$ cat src/rtl/cdb_arbiter_pkg.sv
// Shared definitions for the common data bus: tag type, broadcast packet and
// the reserved "no tag" encoding held by the map table for ready registers.
package cdb_arbiter_pkg;

   localparam int CDB_NUM_FU = 5;
   localparam int CDB_TAG_W  = 3;
   localparam int CDB_DATA_W = 32;

   typedef logic [CDB_TAG_W-1:0] RS_TAG;

   // Tag 0 never names a reservation station; it marks a register as ready.
   localparam RS_TAG ZERO_REG = '0;

   typedef struct packed {
      logic                  valid;
      RS_TAG                 tag;
      logic [CDB_DATA_W-1:0] value;
   } CDB_PACKET;

   function automatic logic tag_is_real(input RS_TAG t);
      return t != ZERO_REG;
   endfunction

endpackage

$ cat src/rtl/cdb_arbiter_picker.sv
// Round-robin find-first: the request vector is duplicated, bits below the
// pointer are masked off, and the first surviving bit wins.
module rr_priority_picker #(
   parameter int NUM_FU = 5,
   parameter int IDX_W  = $clog2(NUM_FU)
) (
   input  logic [NUM_FU-1:0] req_i,
   input  logic [IDX_W-1:0]  ptr_i,
   output logic [NUM_FU-1:0] gnt_o,
   output logic [IDX_W-1:0]  idx_o,
   output logic              any_o
);

   logic [2*NUM_FU-1:0] req2;
   logic [2*NUM_FU-1:0] masked2;

   always_comb begin
      req2    = {req_i, req_i};
      masked2 = '0;
      for (int j = 0; j < 2*NUM_FU; j++) begin
         masked2[j] = req2[j] && (j >= int'(ptr_i));
      end
   end

   always_comb begin
      gnt_o = '0;
      idx_o = '0;
      any_o = 1'b0;
      for (int j = 0; j < 2*NUM_FU; j++) begin
         if (masked2[j] && !any_o) begin
            any_o = 1'b1;
            gnt_o[j % NUM_FU] = 1'b1;
            idx_o = IDX_W'(j % NUM_FU);
         end
      end
   end

endmodule

$ cat src/rtl/cdb_arbiter.sv
// Common data bus arbiter: one functional-unit result per cycle is chosen
// round-robin and broadcast from a register one cycle after the handshake.
module cdb_arbiter
   import cdb_arbiter_pkg::*;
#(
   parameter int NUM_FU = CDB_NUM_FU,
   parameter int TAG_W  = CDB_TAG_W,
   parameter int DATA_W = CDB_DATA_W,
   parameter int IDX_W  = $clog2(NUM_FU)
) (
   input  logic                     clock,
   input  logic                     reset,
   input  logic [NUM_FU-1:0]        fu_valid,
   input  logic [NUM_FU*TAG_W-1:0]  fu_tag,
   input  logic [NUM_FU*DATA_W-1:0] fu_value,
   output logic [NUM_FU-1:0]        fu_ready,
   input  logic                     squash,
   output logic                     cdb_valid,
   output logic [TAG_W-1:0]         cdb_tag,
   output logic [DATA_W-1:0]        cdb_value,
   output logic [IDX_W-1:0]         grant_idx,
   output logic                     bad_tag_err
);

   logic [IDX_W-1:0]  ptr_q, ptr_d;
   CDB_PACKET         pkt_q, pkt_d;
   logic [IDX_W-1:0]  gidx_q, gidx_d;
   logic              bad_q, bad_d;

   logic [NUM_FU-1:0] req_gated;
   logic [NUM_FU-1:0] gnt;
   logic [IDX_W-1:0]  sel_idx;
   logic              xfer;
   logic [TAG_W-1:0]  sel_tag;
   logic [DATA_W-1:0] sel_value;

   // Squash and an asserted reset both suppress every grant.
   assign req_gated = fu_valid & {NUM_FU{reset && !squash}};

   rr_priority_picker #(
      .NUM_FU (NUM_FU),
      .IDX_W  (IDX_W)
   ) u_picker (
      .req_i (req_gated),
      .ptr_i (ptr_q),
      .gnt_o (gnt),
      .idx_o (sel_idx),
      .any_o (xfer)
   );

   assign fu_ready  = gnt;
   assign sel_tag   = fu_tag[sel_idx*TAG_W +: TAG_W];
   assign sel_value = fu_value[sel_idx*DATA_W +: DATA_W];

   always_comb begin
      ptr_d       = ptr_q;
      pkt_d       = pkt_q;
      pkt_d.valid = 1'b0;
      gidx_d      = gidx_q;
      bad_d       = bad_q;
      if (xfer) begin
         ptr_d = (sel_idx == IDX_W'(NUM_FU-1)) ? '0 : sel_idx + 1'b1;
         // A tag-0 result is consumed but never reaches the bus.
         if (tag_is_real(sel_tag)) begin
            pkt_d.valid = 1'b1;
            pkt_d.tag   = sel_tag;
            pkt_d.value = sel_value;
            gidx_d      = sel_idx;
         end else begin
            bad_d = 1'b1;
         end
      end
      if (squash) begin
         pkt_d.valid = 1'b0;
      end
   end

   always_ff @(posedge clock or negedge reset) begin
      if (!reset) begin
         ptr_q  <= '0;
         pkt_q  <= '0;
         gidx_q <= '0;
         bad_q  <= 1'b0;
      end else begin
         ptr_q  <= ptr_d;
         pkt_q  <= pkt_d;
         gidx_q <= gidx_d;
         bad_q  <= bad_d;
      end
   end

   assign cdb_valid   = pkt_q.valid;
   assign cdb_tag     = pkt_q.tag;
   assign cdb_value   = pkt_q.value;
   assign grant_idx   = gidx_q;
   assign bad_tag_err = bad_q;

endmodule

$ cat config.mk
export PLATFORM = sky130hd
export DESIGN_NAME = cdb_arbiter
export DESIGN_NICKNAME = d
export VERILOG_FILES = /design/src/rtl/cdb_arbiter_pkg.sv /design/src/rtl/cdb_arbiter_picker.sv /design/src/rtl/cdb_arbiter.sv
export SDC_FILE = /design/constraint.sdc
export NUM_CORES = 1
export LEC_CHECK = 0
export ABC_CLOCK_PERIOD_IN_PS = 6700
export CAP_MARGIN = 20
export CELL_PAD_IN_SITES_DETAIL_PLACEMENT = 1
export CELL_PAD_IN_SITES_GLOBAL_PLACEMENT = 1
export CORE_AREA = 3 3 106 128
export DETAILED_ROUTE_END_ITERATION = 16
export DIE_AREA = 0 0 109 131
export PLACE_DENSITY = 0.91
export SYNTH_ARGS = -nofsm -noshare
export SYNTH_HDL_FRONTEND = slang
export SYNTH_SLANG_ARGS = --single-unit
$ cat constraint.sdc
create_clock -name clock -period 6.7 [get_ports clock]
set_input_delay 1.675 -clock clock [delete_from_list [all_inputs] [get_ports clock]]
set_output_delay 1.675 -clock clock [all_outputs]
set_load 0.005 [all_outputs]
Word level (Yosys, flattened, before mapping)
Cells that the tools add are included.

$add $sub $neg: 1. $mul: 1. Divide/modulo/power cells: 0. Magnitude comparators: 7. Equal/unequal tests: 1. Shift operators: 2. Multiplexer cells: 32. Bitwise logic cells: 2. Reduce and logical (&&, ||, !) cells: 30.

Operators by type and width (count): 160-bit by 9-bit indexed part select with 32-bit output (1); 36-bit 2-to-1 mux (2); 3-bit 2-to-1 mux (9); 1-bit 2-to-1 mux (21); 1-bit logical AND (17); 15-bit by 6-bit indexed part select with 3-bit output (1); 1-bit zero test (10); 3-bit greater-or-equal comparator, first input constant (3); 1-bit by 3-bit greater-or-equal comparator with 1-bit output, first input constant (2); 2-bit by 3-bit greater-or-equal comparator with 1-bit output, first input constant (2); 5-bit bitwise AND (1); 3-bit by 2-bit multiplier with 5-bit output, second input constant (1); 2-bit AND reduction (2); 3-bit by 1-bit adder with 3-bit output, second input constant (1); 3-bit equality test, second input constant (1); 3-bit nonzero test (1); 1-bit NOT (1).

Register bits after elaboration: 43. Bits in latches: 0. Bits in writable memories: 0. ROM bits: 0. Output and inout bits: 45. Word-level logic and storage cells: 82. Memories: 0.

Depth between registers and ports, before layout
Word-level depth: 38. Gate-level depth with buffers: 12. Gate-level depth less buffers: 9.

Hierarchy
From an unflattened synthesis, not the netlist that was laid out.

Cells, all modules: 261. Area, all modules: 3229.3 um^2.

By module, submodules not included: cdb_arbiter (instances 1, cells an instance 215, area each 2912.8 um^2, sequential area each 1076.0 um^2); rr_priority_picker (instances 1, cells an instance 46, area each 316.6 um^2, sequential area each 0.0 um^2).

Least setup slack after synthesis
No wires, ideal clock.

Path kind: input to output. From: input port squash. To: output port fu_ready[4]. Arrival: 2.677 ns. Data required time: 5.025 ns. Slack: 2.348 ns. Cell stages on the path: 6. Path buffers: 1. Cell sequence: nand2b_1 -> buf_2 -> a221oi_1 -> and2_1 -> o2111ai_1 -> inv_1.

Cells in the longest elaborated chain, start to end: 32.

RTL lines: start: declaration (line cdb_arbiter.sv:17) `input logic squash,`; 1-bit zero test * (line cdb_arbiter.sv:38) `assign req_gated = fu_valid & {NUM_FU{reset && !squash}};`; 1-bit logical AND * (line cdb_arbiter.sv:38); 5-bit bitwise AND * (line cdb_arbiter.sv:38); 1-bit logical AND (line cdb_arbiter_picker.sv:21) `masked2[j] = req2[j] && (j >= int'(ptr_i));`; 1-bit 2-to-1 mux (line cdb_arbiter_picker.sv:30) `if (masked2[j] && !any_o) begin`; 1-bit zero test (line cdb_arbiter_picker.sv:30); 1-bit logical AND (line cdb_arbiter_picker.sv:30); 1-bit 2-to-1 mux (line cdb_arbiter_picker.sv:30); [16 not listed]; 1-bit logical AND (line cdb_arbiter_picker.sv:30); 1-bit 2-to-1 mux (line cdb_arbiter_picker.sv:30); 1-bit zero test (line cdb_arbiter_picker.sv:30); 1-bit logical AND (line cdb_arbiter_picker.sv:30); 1-bit 2-to-1 mux (line cdb_arbiter_picker.sv:30); 1-bit zero test (line cdb_arbiter_picker.sv:30); 1-bit logical AND (line cdb_arbiter_picker.sv:30); 1-bit 2-to-1 mux * (line cdb_arbiter_picker.sv:30); end: declaration (line cdb_arbiter.sv:16) `output logic [NUM_FU-1:0] fu_ready,`.

Every way passes the cells marked *; elsewhere a longest branch is shown, timed or not.

Worst setup path after layout
From: input port fu_valid[2]. To: output port fu_ready[2].

Cells in the longest elaborated chain, start to end: 19.

RTL lines: start: declaration (line cdb_arbiter.sv:13) `input logic [NUM_FU-1:0] fu_valid,`; 5-bit bitwise AND * (line cdb_arbiter.sv:38); 1-bit logical AND (line cdb_arbiter_picker.sv:21); 1-bit logical AND (line cdb_arbiter_picker.sv:30); 1-bit 2-to-1 mux (line cdb_arbiter_picker.sv:30); 1-bit zero test (line cdb_arbiter_picker.sv:30); 1-bit logical AND (line cdb_arbiter_picker.sv:30); 1-bit 2-to-1 mux (line cdb_arbiter_picker.sv:30); 1-bit zero test (line cdb_arbiter_picker.sv:30); [3 not listed]; 1-bit logical AND (line cdb_arbiter_picker.sv:30); 1-bit 2-to-1 mux (line cdb_arbiter_picker.sv:30); 1-bit zero test (line cdb_arbiter_picker.sv:30); 1-bit logical AND (line cdb_arbiter_picker.sv:30); 1-bit 2-to-1 mux (line cdb_arbiter_picker.sv:30); 1-bit zero test (line cdb_arbiter_picker.sv:30); 1-bit logical AND (line cdb_arbiter_picker.sv:30); 1-bit 2-to-1 mux * (line cdb_arbiter_picker.sv:30).

Marks and branches as above.

==> impl_results.md <==
* Status: completed
* Max stage delay on crit path at between 500 and 600 ps
* Setup WS post-layout at about 1100 ps
* Pint at 887 µW
* Kind of critical path: in -> out
* CTS tree: done
* Total number of vias at 4009
* Die W at roughly 110 µm
* Post-CTS Setup Bufs at 0
* Top post-synthesis cells by area: dfrtp_1 (33%), o21ai_0 (14%), mux2i_1 (13%), a32oi_1 (8.7%), nand2_1 (8.6%)
* HPWL after detailed placement at between 10000 and 15000 µm
* Warnings from Yosys at 0
* Yosys top cell by area: dfrtp_1
* Post-synth EDFFs at 0
* Critical Path Sink Type: output pin
* Max IR drop VDD at 0.100 mV
* Area growth, synth to finish at 80.6%
* Worst slew pin tran at about 730 ps
* Drt via density at 5.21
* Hold_buf cts at 0
* R2r setup slk at around 2900 ps
* Remaining antenna violation count at 0
* Crit share post-route at between 80% and 90%
* WP data arrival at 3930 ps
* CTS Buffer Depth at 2
* Most common cell in the netlist: o21ai_0
* Cts bufs inserted at 5
* Final Setup Violations at 0
* Post-cts gate resize count at 0
* Die area at roughly 14000 µm²
* Max cap viols at 0
* Starting Density at around 26%
* Vias in the first global route at 4387
* Net count, final at roughly 790
* Core Area at approximately 13000 µm²
* Pre-antenna DRT Iters at 4
* Startpoint types: input port
* CP required at slightly above 5000 ps
* P_sw at roughly 440 µW
* Fin Hold WS at around 500 ps
* CP top delay family: buffers and inverters
* Clock Power Share at about a fifth
* Gate Count Post-Synth at 396
* Synth cell count leaders: o21ai_0 (87), nand2_1 (74), dfrtp_1 (43), mux2i_1 (43), a32oi_1 (32)
* Skew final at between 7 and 8 ps
* Synth Register Bits at 43
* I/O Buffers at approximately 230
* Syn Area/Cell at roughly 8.1 µm²
* Worst-path clk slew at ~60 ps
* Row count at 45
* DR DRC count at 0
* Tot GR Track Use at between 20% and 30%
* Gpl congestion at about 0.84
* Part of the power in registers at a little under a third
* Min Tclk post-route at about 5600 ps
* First-pass GRT wire length at around 23000 µm
* Initial DRC count at 135
* Clk Latency, worst-skew pair at 280 ps
* Slew headroom at about half
* Drt total wl at 14800 µm
* Final Util at a little under half
* Switching portion of total power at 33.3%
* Clk sinks at 43
* FMAX at between 150 and 200 MHz
* Hold Crit Class: reg -> reg
* Ys flop type: dfrtp_1
* Finished Layout Cells at 769
* Largest net degree at the start of global routing at 44
* Antenna violations before repair at 0
* Fraction of layout cells with a size suffix above 1 at under 10%
* Pins over their slew limit at 0
* Hold Fails Final Rpt at 0
* Post-synthesis sequential area ratio at between 30% and 40%
* IO Pins at around 230
* Setup TNS at 0 ps
* Async set-reset flop share out of synthesis at between 90% and 100%
* Overflow after GRT at 0
* Pwr dens at 229 nW/µm²
* Die H at 131 µm
* Top cell type's share of synthesized area at roughly a third
* Syn nets at 581
* RSZ-0062 raised after global routing: no
* WL/cell at 19.3 µm
* Worst Path Buf+Inv at 2
* Critical path cell sequence: clkdlybuf4s50_1, a21boi_0, nor3_1, o311ai_2, nor2_1, a21oi_1, nor2_1, clkdlybuf4s50_1
* Inserted Diodes at 0
* Htree depth at 2
* CP max-delay cell: clkdlybuf4s50_1
* Logic pwr share at between 40% and 50%
* Critical-path maximum fanout at 5
* Post-synthesis cell type count at 44
* Inst Count DP at about 760
* Post-Syn Area at between 3000 and 4000 µm²
* Root Buffer: clkbuf_16
* Lkg Pwr at roughly 2.2 nW
* Pre-CTS setup slack at about 1100 ps
## cells by family (layout without fill, tap and decap cells)
logic type	after synthesis	after routing	synth area share, %
compound gates	162	162	31.3
simple gates	104	104	14.6
mux	44	44	13.8
flops	43	43	33.5
buf+inv	41	250	6.07
fa+ha+maj	2	2	0.779
## registers in the layout, summed over array words and instances, names as in the netlist
name and count:
cdb_tag 3, ptr_q 3, grant_idx 3, cdb_valid 1, cdb_value 32, bad_tag_err 1
## through the flow
step | power, mW | instance area, µm²
2_1_floorplan | 0.655 | 3210
3_3_place_gp | 1.03 | 5630
3_5_place_dp | 1.06 | 5630
4_1_cts | 1.35 | 5800
5_1_grt | 1.42 | 5800
6_report | 1.33 | 5800
## per-layer routing
metal	wire length, µm	track usage [%]	vias up
li1	-	-	1879
met1	5270	21.5	1941
met2	8300	39.5	157
met3	846	4.32	32
met4	390	6.39	0
met5	0	0	-
## power by group through the flow
stage / combinational, mW / clock [mW] / sequential, mW
after floorplan: 0.253 / 0 / 0.402
after global placement: 0.621 / 0 / 0.405
after global routing: 0.697 / 0.305 / 0.420
after CTS: 0.647 / 0.293 / 0.410
after detailed placement: 0.644 / 0 / 0.414
final: 0.637 / 0.285 / 0.408
## final timing paths
path                                  start             to  depth (start not counted)
worst min-delay path             cdb_tag[2]     cdb_tag[2]                          1
worst min register to register   cdb_tag[2]     cdb_tag[2]                          1
worst max-delay path            fu_valid[2]    fu_ready[2]                          8
min in group asynchronous             reset  cdb_value[28]                          2
max in group asynchronous             reset  cdb_value[14]                          2
worst max register to register     ptr_q[1]       ptr_q[2]                         10
## cells in the final DEF, fill, tap and decap left out, types with 3 or more instances in the layout
cell type / instances
a21oi_1: 7
a32oi_1: 32
buf_4: 10
clkbuf_16: 5
clkdlybuf4s50_1: 226
dfrtp_1: 43
inv_1: 4
mux2i_1: 43
nand2_1: 74
nand3_1: 3
nor2_1: 7
nor2b_1: 3
nor3_1: 6
o21ai_0: 87
o21ai_1: 16
o2bb2ai_1: 3
## final cells by class
class	count	area, µm²
clock buffer	6	139
inverter	5	18.8
sequential	43	1080
timing repair buffer	237	2340
fill	1462	6750
multi-input combinational	312	1990
tap	164	205
clock inverter	2	35.0
(Power assumes the default switching activity.)
